===== src/rtl/sr_cmd_sequencer_if.sv =====
// ---------------------------------------------------------------------------
// sr_cmd_sequencer_if
//   Bundles the push-button inputs and the command/status outputs of the
//   SR command sequencer.
//   Signals:
//     btn_set   raw, asynchronous set button
//     btn_rst   raw, asynchronous reset button
//     s[1:0]    set-port command   (2'b00 hold, 2'b10 drive q=1)
//     r[1:0]    reset-port command (2'b00 hold, 2'b01 drive q=0)
//     busy      sequencer is in ISSUE, GAP or LOCK
//     conflict  sequencer is in LOCK
//   Modports:
//     slave  - the sequencer (consumes buttons, drives commands)
//     master - the environment (drives buttons, observes commands)
// ---------------------------------------------------------------------------
interface sr_cmd_sequencer_if;
  logic       btn_set;
  logic       btn_rst;
  logic [1:0] s;
  logic [1:0] r;
  logic       busy;
  logic       conflict;

  modport slave  (input btn_set, btn_rst, output s, r, busy, conflict);
  modport master (output btn_set, btn_rst, input s, r, busy, conflict);
endinterface


===== src/rtl/sr_cmd_sequencer.sv =====
// ---------------------------------------------------------------------------
// sr_cmd_sequencer
//   Turns two raw push buttons into clean single-shot SR command codes.
//   Each button is synchronised (2 flops), debounced (DB_CYCLES stable
//   cycles), and rising-edge detected. An FSM arbitrates the requests and
//   issues a command for PULSE_CYCLES cycles followed by GAP_CYCLES quiet
//   cycles. Simultaneous requests park the FSM in LOCK until both buttons
//   are released. Code 2'b11 is never produced on s or r.
//   Ports:
//     clk     rising-edge clock
//     rst_n   asynchronous active-low reset (assert async, release sync)
//     cmd     sr_cmd_sequencer_if.slave: btn_set, btn_rst in; s, r, busy,
//             conflict out (all outputs registered)
//   Optional feature macro: SR_CMD_REPEAT_EN
//     defined   - a button still held at the end of GAP re-issues its
//                 command (auto-repeat); the other button held -> LOCK.
//     undefined - one command per press (default).
// ---------------------------------------------------------------------------
module sr_cmd_sequencer #(
  parameter int DB_CYCLES    = 16,
  parameter int PULSE_CYCLES = 1,
  parameter int GAP_CYCLES   = 2
) (
  input  logic              clk,
  input  logic              rst_n,
  sr_cmd_sequencer_if.slave cmd
);

  localparam int             DBW        = $clog2(DB_CYCLES) + 1;
  localparam logic [DBW-1:0] DB_LAST    = DBW'(DB_CYCLES - 1);
  localparam int             CNT_MAX    = (PULSE_CYCLES > GAP_CYCLES) ? PULSE_CYCLES : GAP_CYCLES;
  localparam int             CW         = $clog2(CNT_MAX + 1);
  localparam logic [CW-1:0]  PULSE_LAST = CW'(PULSE_CYCLES - 1);
  localparam logic [CW-1:0]  GAP_LAST   = CW'((GAP_CYCLES > 0) ? GAP_CYCLES - 1 : 0);

  typedef enum logic [1:0] {IDLE, ISSUE, GAP, LOCK} state_t;

  // Reset bridge: assertion reaches every flop at once, release is aligned
  // to clk so no flop leaves reset on a different edge than its neighbours.
  logic [1:0] rst_sync_reg;
  logic       rst_int_n;

  always_ff @(posedge clk or negedge rst_n) begin
    if (!rst_n) rst_sync_reg <= 2'b00;
    else        rst_sync_reg <= {rst_sync_reg[0], 1'b1};
  end
  assign rst_int_n = rst_sync_reg[1];

  // Channel 0 = set button, channel 1 = reset button.
  logic [1:0] btn;
  logic [1:0] level;  // debounced levels
  logic [1:0] req;    // one-cycle pulse on debounced 0->1

  assign btn = {cmd.btn_rst, cmd.btn_set};

  for (genvar gi = 0; gi < 2; gi++) begin : g_chan
    logic           sync1_reg;
    logic           sync2_reg;
    logic           stable_reg;
    logic           stable_d_reg;
    logic           req_reg;
    logic [DBW-1:0] db_cnt_reg;

    always_ff @(posedge clk or negedge rst_int_n) begin
      if (!rst_int_n) begin
        sync1_reg    <= 1'b0;
        sync2_reg    <= 1'b0;
        stable_reg   <= 1'b0;
        stable_d_reg <= 1'b0;
        req_reg      <= 1'b0;
        db_cnt_reg   <= '0;
      end else begin
        sync1_reg <= btn[gi];
        sync2_reg <= sync1_reg;
        // Any cycle that agrees with the accepted level restarts the count,
        // so bouncing never accumulates towards acceptance.
        if (sync2_reg != stable_reg) begin
          if (db_cnt_reg == DB_LAST) begin
            stable_reg <= sync2_reg;
            db_cnt_reg <= '0;
          end else begin
            db_cnt_reg <= db_cnt_reg + 1'b1;
          end
        end else begin
          db_cnt_reg <= '0;
        end
        stable_d_reg <= stable_reg;
        req_reg      <= stable_reg & ~stable_d_reg;
      end
    end

    assign level[gi] = stable_reg;
    assign req[gi]   = req_reg;
  end

  state_t        state_reg, state_next;
  state_t        after_gap;
  logic          cmd_set_reg, cmd_set_next;  // latched command: 1 SET, 0 RST
  logic [CW-1:0] cnt_reg, cnt_next;
  logic [1:0]    s_reg, r_reg, s_next, r_next;
  logic          busy_reg, conflict_reg;

  // Where the FSM goes once the quiet gap has elapsed.
  always_comb begin
    after_gap = IDLE;
`ifdef SR_CMD_REPEAT_EN
    if (cmd_set_reg ? level[1] : level[0])
      after_gap = LOCK;
    else if (cmd_set_reg ? level[0] : level[1])
      after_gap = ISSUE;
`endif
  end

  always_comb begin
    state_next   = state_reg;
    cmd_set_next = cmd_set_reg;
    cnt_next     = cnt_reg;
    case (state_reg)
      IDLE: begin
        cnt_next = '0;
        if (req[0] && req[1]) begin
          state_next = LOCK;
        end else if (req[0]) begin
          state_next   = ISSUE;
          cmd_set_next = 1'b1;
        end else if (req[1]) begin
          state_next   = ISSUE;
          cmd_set_next = 1'b0;
        end
      end
      ISSUE: begin
        if (cnt_reg == PULSE_LAST) begin
          cnt_next   = '0;
          state_next = (GAP_CYCLES == 0) ? after_gap : GAP;
        end else begin
          cnt_next = cnt_reg + 1'b1;
        end
      end
      GAP: begin
        if (cnt_reg == GAP_LAST) begin
          cnt_next   = '0;
          state_next = after_gap;
        end else begin
          cnt_next = cnt_reg + 1'b1;
        end
      end
      LOCK: begin
        cnt_next = '0;
        if (!level[0] && !level[1]) state_next = IDLE;
      end
      default: state_next = IDLE;
    endcase
    // Outputs are decoded from the next state so they come straight off flops.
    s_next = (state_next == ISSUE &&  cmd_set_next) ? 2'b10 : 2'b00;
    r_next = (state_next == ISSUE && !cmd_set_next) ? 2'b01 : 2'b00;
  end

  always_ff @(posedge clk or negedge rst_int_n) begin
    if (!rst_int_n) begin
      state_reg    <= IDLE;
      cmd_set_reg  <= 1'b0;
      cnt_reg      <= '0;
      s_reg        <= 2'b00;
      r_reg        <= 2'b00;
      busy_reg     <= 1'b0;
      conflict_reg <= 1'b0;
    end else begin
      state_reg    <= state_next;
      cmd_set_reg  <= cmd_set_next;
      cnt_reg      <= cnt_next;
      s_reg        <= s_next;
      r_reg        <= r_next;
      busy_reg     <= (state_next != IDLE);
      conflict_reg <= (state_next == LOCK);
    end
  end

  assign cmd.s        = s_reg;
  assign cmd.r        = r_reg;
  assign cmd.busy     = busy_reg;
  assign cmd.conflict = conflict_reg;

endmodule


===== src/flat_wrapper.sv =====
// flat-port wrapper written by rule: the top's interface ports become plain ports
module sr_cmd_sequencer_flat 
#(
  parameter int DB_CYCLES    = 16,
  parameter int PULSE_CYCLES = 1,
  parameter int GAP_CYCLES   = 2
)
  (clk, rst_n, cmd_btn_set, cmd_btn_rst, cmd_s, cmd_r, cmd_busy, cmd_conflict);
  sr_cmd_sequencer_if cmd_i ();
  input  logic clk;
  input  logic rst_n;
  input wire logic [$bits(cmd_i.btn_set)-1:0] cmd_btn_set;
  input wire logic [$bits(cmd_i.btn_rst)-1:0] cmd_btn_rst;
  output wire logic [$bits(cmd_i.s)-1:0] cmd_s;
  output wire logic [$bits(cmd_i.r)-1:0] cmd_r;
  output wire logic [$bits(cmd_i.busy)-1:0] cmd_busy;
  output wire logic [$bits(cmd_i.conflict)-1:0] cmd_conflict;
  assign cmd_i.btn_set = cmd_btn_set;
  assign cmd_i.btn_rst = cmd_btn_rst;
  assign cmd_s = cmd_i.s;
  assign cmd_r = cmd_i.r;
  assign cmd_busy = cmd_i.busy;
  assign cmd_conflict = cmd_i.conflict;
  sr_cmd_sequencer #(.DB_CYCLES(DB_CYCLES), .PULSE_CYCLES(PULSE_CYCLES), .GAP_CYCLES(GAP_CYCLES)) u_core (.clk(clk), .rst_n(rst_n), .cmd(cmd_i));
endmodule

===== config.mk =====
export PLATFORM = sky130hd
export DESIGN_NAME = sr_cmd_sequencer_flat
export DESIGN_NICKNAME = d
export VERILOG_FILES = /design/src/rtl/sr_cmd_sequencer_if.sv /design/src/rtl/sr_cmd_sequencer.sv /design/src/flat_wrapper.sv
export SDC_FILE = /design/constraint.sdc
export NUM_CORES = 1
export LEC_CHECK = 0
export BUFFER_PORTS_ARGS = -buffer_cell sky130_fd_sc_hd__clkbuf_2
export CORE_MARGIN = 1.5
export CORE_UTILIZATION = 61
export DETAILED_ROUTE_END_ITERATION = 10
export GPL_TIMING_DRIVEN = 0
export PLACE_DENSITY = 0.77
export SETUP_SLACK_MARGIN = 0.3
export SLEW_MARGIN = 0
export SYNTH_ARGS = -nofsm -noshare
export SYNTH_HDL_FRONTEND = slang
export SYNTH_SLANG_ARGS = --single-unit

===== constraint.sdc =====
create_clock -name clk -period 1.4 [get_ports clk]
set_input_delay 0.28 -clock clk [delete_from_list [all_inputs] [get_ports clk]]
set_output_delay 0.28 -clock clk [all_outputs]
set_load 0.005 [all_outputs]

==> results.md <==
* Outcome: finished clean
* Max incr delay on CP at 0.38 ns
* GRT overflow at 0
* Dpl hpwl at 1210 microns
* Crit path cell chain: buf_6, or3_4, o2111ai_4, and3b_1
* Fillers at 99
* Int Pwr at 1.25 mW
* Row count at 16
* DRC violations left at 0
* Synth Cell Area at 1250 sq um
* Synth Instances at 100
* Sequential power share at 0.584
* Peak VDD IR at 0.000861 V
* Die area at 2330 sq um
* Port buffer count at 7
* Clk buf depth at 2
* Largest net degree at the start of global routing at 30
* Final Cycle Share at 0.937
* Peak Freq at 762 MHz
* Hold/Removal Path Class: in -> reg
* Reg2reg start: u_core.state_reg[0]
* Final wirelength at 2280 microns
* Vias at 811
* Routability cong. at 0.747
* Post-synth EDFFs at 0
* Unique masters post-synth at 26
* First-pass GRT wire length at 3040 microns
* Antenna cells at 0
* Final Skew at 0.0135 ns
* Die X at 48.2 microns
* Register bit total from synthesis at 31
* Inserted Clock Buffers at 5
* Cell family with most CP delay: simple AND/OR/NAND/NOR gates
* Chip height at 48.2 microns
* Clk Latency, worst-skew pair at 0.32 ns
* Initial drt markers at 9
* Core area at 1940 sq um
* Sw Ratio at 0.256
* Worst EP arrival at 1.53 ns
* Max transition margin at 0.600
* Clock Sinks at 31
* Hold path depth at 1
* Reg2reg end: u_core.cmd.r[0]
* Vias in the first global route at 680
* CTS tree: yes
* Antenna violations before repair at 0
* Max Cap Viol at 0
* Vias per cell at 5.27
* Synthesis-to-finish area growth at 33.5%
* Most area-hungry cell type in the Yosys netlist: dfrtp_1
* Ys Warns at 0
* Sw Pwr at 0.432 mW
* Initial Util at 0.643
* Slew @ Worst Pin at 0.601 ns
* Clk pwr share at 0.261
* Most common cell in the synthesized netlist: dfrtp_1
* Critical path buffer and inverter count at 1
* Final setup violation count at 0
* Register area share after synthesis at 0.621
* Root buf cell: clkbuf_4
* Pwr dens at 1010 nW/um^2
* RSZ-0062 raised after global routing: yes
* Largest cells by area after synthesis: dfrtp_1, ha_1, xor2_1
* Combinational share of power at 0.156
* Crit path kind: reg -> reg
* Min-Delay Endpoint: u_core.g_chan[0].sync1_reg
* DRT antenna net count at 0
* CTS H-tree depth at 2
* TNS Setup at 0 ns
* Hold path start: cmd_btn_set
* Slowest cell on crit path: dfrtp_1
* Nets at 138
* Syn Area/Cell at 12.5 sq um
* Layout Utilization at 0.858
* Leak Pwr at 0.790 nW
* Fraction of registers with async set/reset at 1.00
* Final Hold Violating Endpoints at 0
* CP Data Required Time at 1.62 ns
* WL/cell at 14.8 microns
* Predominant post-synthesis flop cell: dfrtp_1
* Register-to-Register Path Depth at 4
* Top cells by count, synth: dfrtp_1, nand2_1, nor2_1
* Max reg flops at 10
* Total global-route track usage at 0.207
* Slew Viols, Final at 0
* Clock transition at path regs at 0.09 ns
* Layout cells sized above 1 at 0.433
* Startpoint types: flip-flop
* Largest fanout on the critical path at 4
* Pre-Repair DR Iteration Count at 4
* Minimum clock period at 1.31 ns
* Post-synth top area share at 0.621
* Worst R2R Setup Slack at 0.09 ns
* IO Count at 10
* CP Capture Type: flip-flop
==> worst max-delay path by stage <==
| stage | from | end | slack, ns | cells past startpoint |
|---|---|---|---|---|
| 6_report | u_core.state_reg[0] | u_core.cmd.r[0] | 0.09 | 4 |
| 5_1_grt | u_core.state_reg[0] | u_core.cmd.r[0] | 0.06 | 4 |
| 4_1_cts | u_core.state_reg[0] | u_core.cmd.r[0] | 0.09 | 4 |
| 3_5_place_dp | u_core.cnt_reg[0] | u_core.cmd.r[0] | 0.05 | 5 |
| 3_3_place_gp | u_core.cnt_reg[0] | u_core.cmd.r[0] | 0.11 | 5 |
| 2_1_floorplan | u_core.state_reg[0] | u_core.cmd.r[0] | 0.17 | 4 |
==> layout make-up <==
cell class,instances,area (sq um),share of cell area
well taps,27,33.8,0.0203
repair buffers,20,159,0.0953
multi-input cells,62,602,0.361
clock buffers,6,41.3,0.0248
flip-flops and latches,31,778,0.467
plain buffers,4,37.5,0.0225
inverters,4,15.0,0.00901
==> cells by family after synthesis <==
group	count (synthesis)	synth area share
simple gates	32	0.134
flops	31	0.621
compound gates	13	0.0761
buf+inv	8	0.0421
fa+ha+maj	6	0.0601
xor+xnor	6	0.0421
other cells	2	0.00601
mux	2	0.0180
==> layout by cell type, fill, tap and decap left out, types with 2 or more instances in the layout <==
cell      netlist  layout
dfrtp_2         0       2
and2_1          3       3
clkbuf_4        0       5
inv_2           0       2
dfrtp_1        31      29
buf_6           2       5
nor2b_1         2       2
nor2_1          7       5
o21ai_4         0       2
inv_1           4       2
xor2_1          6       4
ha_1            6       2
ha_4            0       4
conb_1          2       3
nand2_1         7       7
clkbuf_2        0       7
buf_4           2      10
mux2_4          0       2
o21ai_1         1       3
nand3b_1        2       2
and3_1          2       2
xor2_2          0       2
nand3_4         0       2
==> worst reg2reg max path: cells and delay by family, from the launching register on <==
| kind | cells | cell delay (ns) |
|---|---|---|
| flops | 1 | 0.38 |
| simple gates | 2 | 0.58 |
| buf+inv | 1 | 0.13 |
| compound gates | 1 | 0.11 |
==> layer usage <==
metal / vias up / track usage / part of all wire
li1: 383 / - / -
met1: 395 / 0.230 / 0.41
met2: 25 / 0.342 / 0.52
met3: 8 / 0.100 / 0.048
met4: 0 / 0.0811 / 0.024
met5: - / 0 / 0
==> power groups by stage <==
stage	sequential [mW]	clock [mW]	combinational [mW]
2_1_floorplan	0.986	0	0.117
3_3_place_gp	0.992	0	0.144
3_5_place_dp	0.994	0	0.151
4_1_cts	0.975	0.446	0.215
5_1_grt	0.991	0.495	0.287
6_report	0.983	0.439	0.262
==> timing repair <==
action	in CTS	in global routing
endpoints found under the setup margin	43	22
pin swaps	8	11
hold endpoints to repair	2	0
resized for setup	13	20
setup buffers	8	4
gates cloned	0	0
hold buffers	1	0
==> metrics by stage <==
step                      hold slack (ns)  power [mW]  std cells  area (sq um)  worst slack [ns]
after floorplan                   -0.0156        1.10        101          1280             0.165
after global placement             0.0650        1.14        135          1350             0.112
after detailed placement           0.0690        1.14        135          1350            0.0499
after CTS                          0.0572        1.64        150          1530            0.0902
after global routing               0.0423        1.77        154          1670            0.0649
final                              0.0699        1.68        154          1670            0.0878
Note: power is estimated with default switching activity, not from simulation.
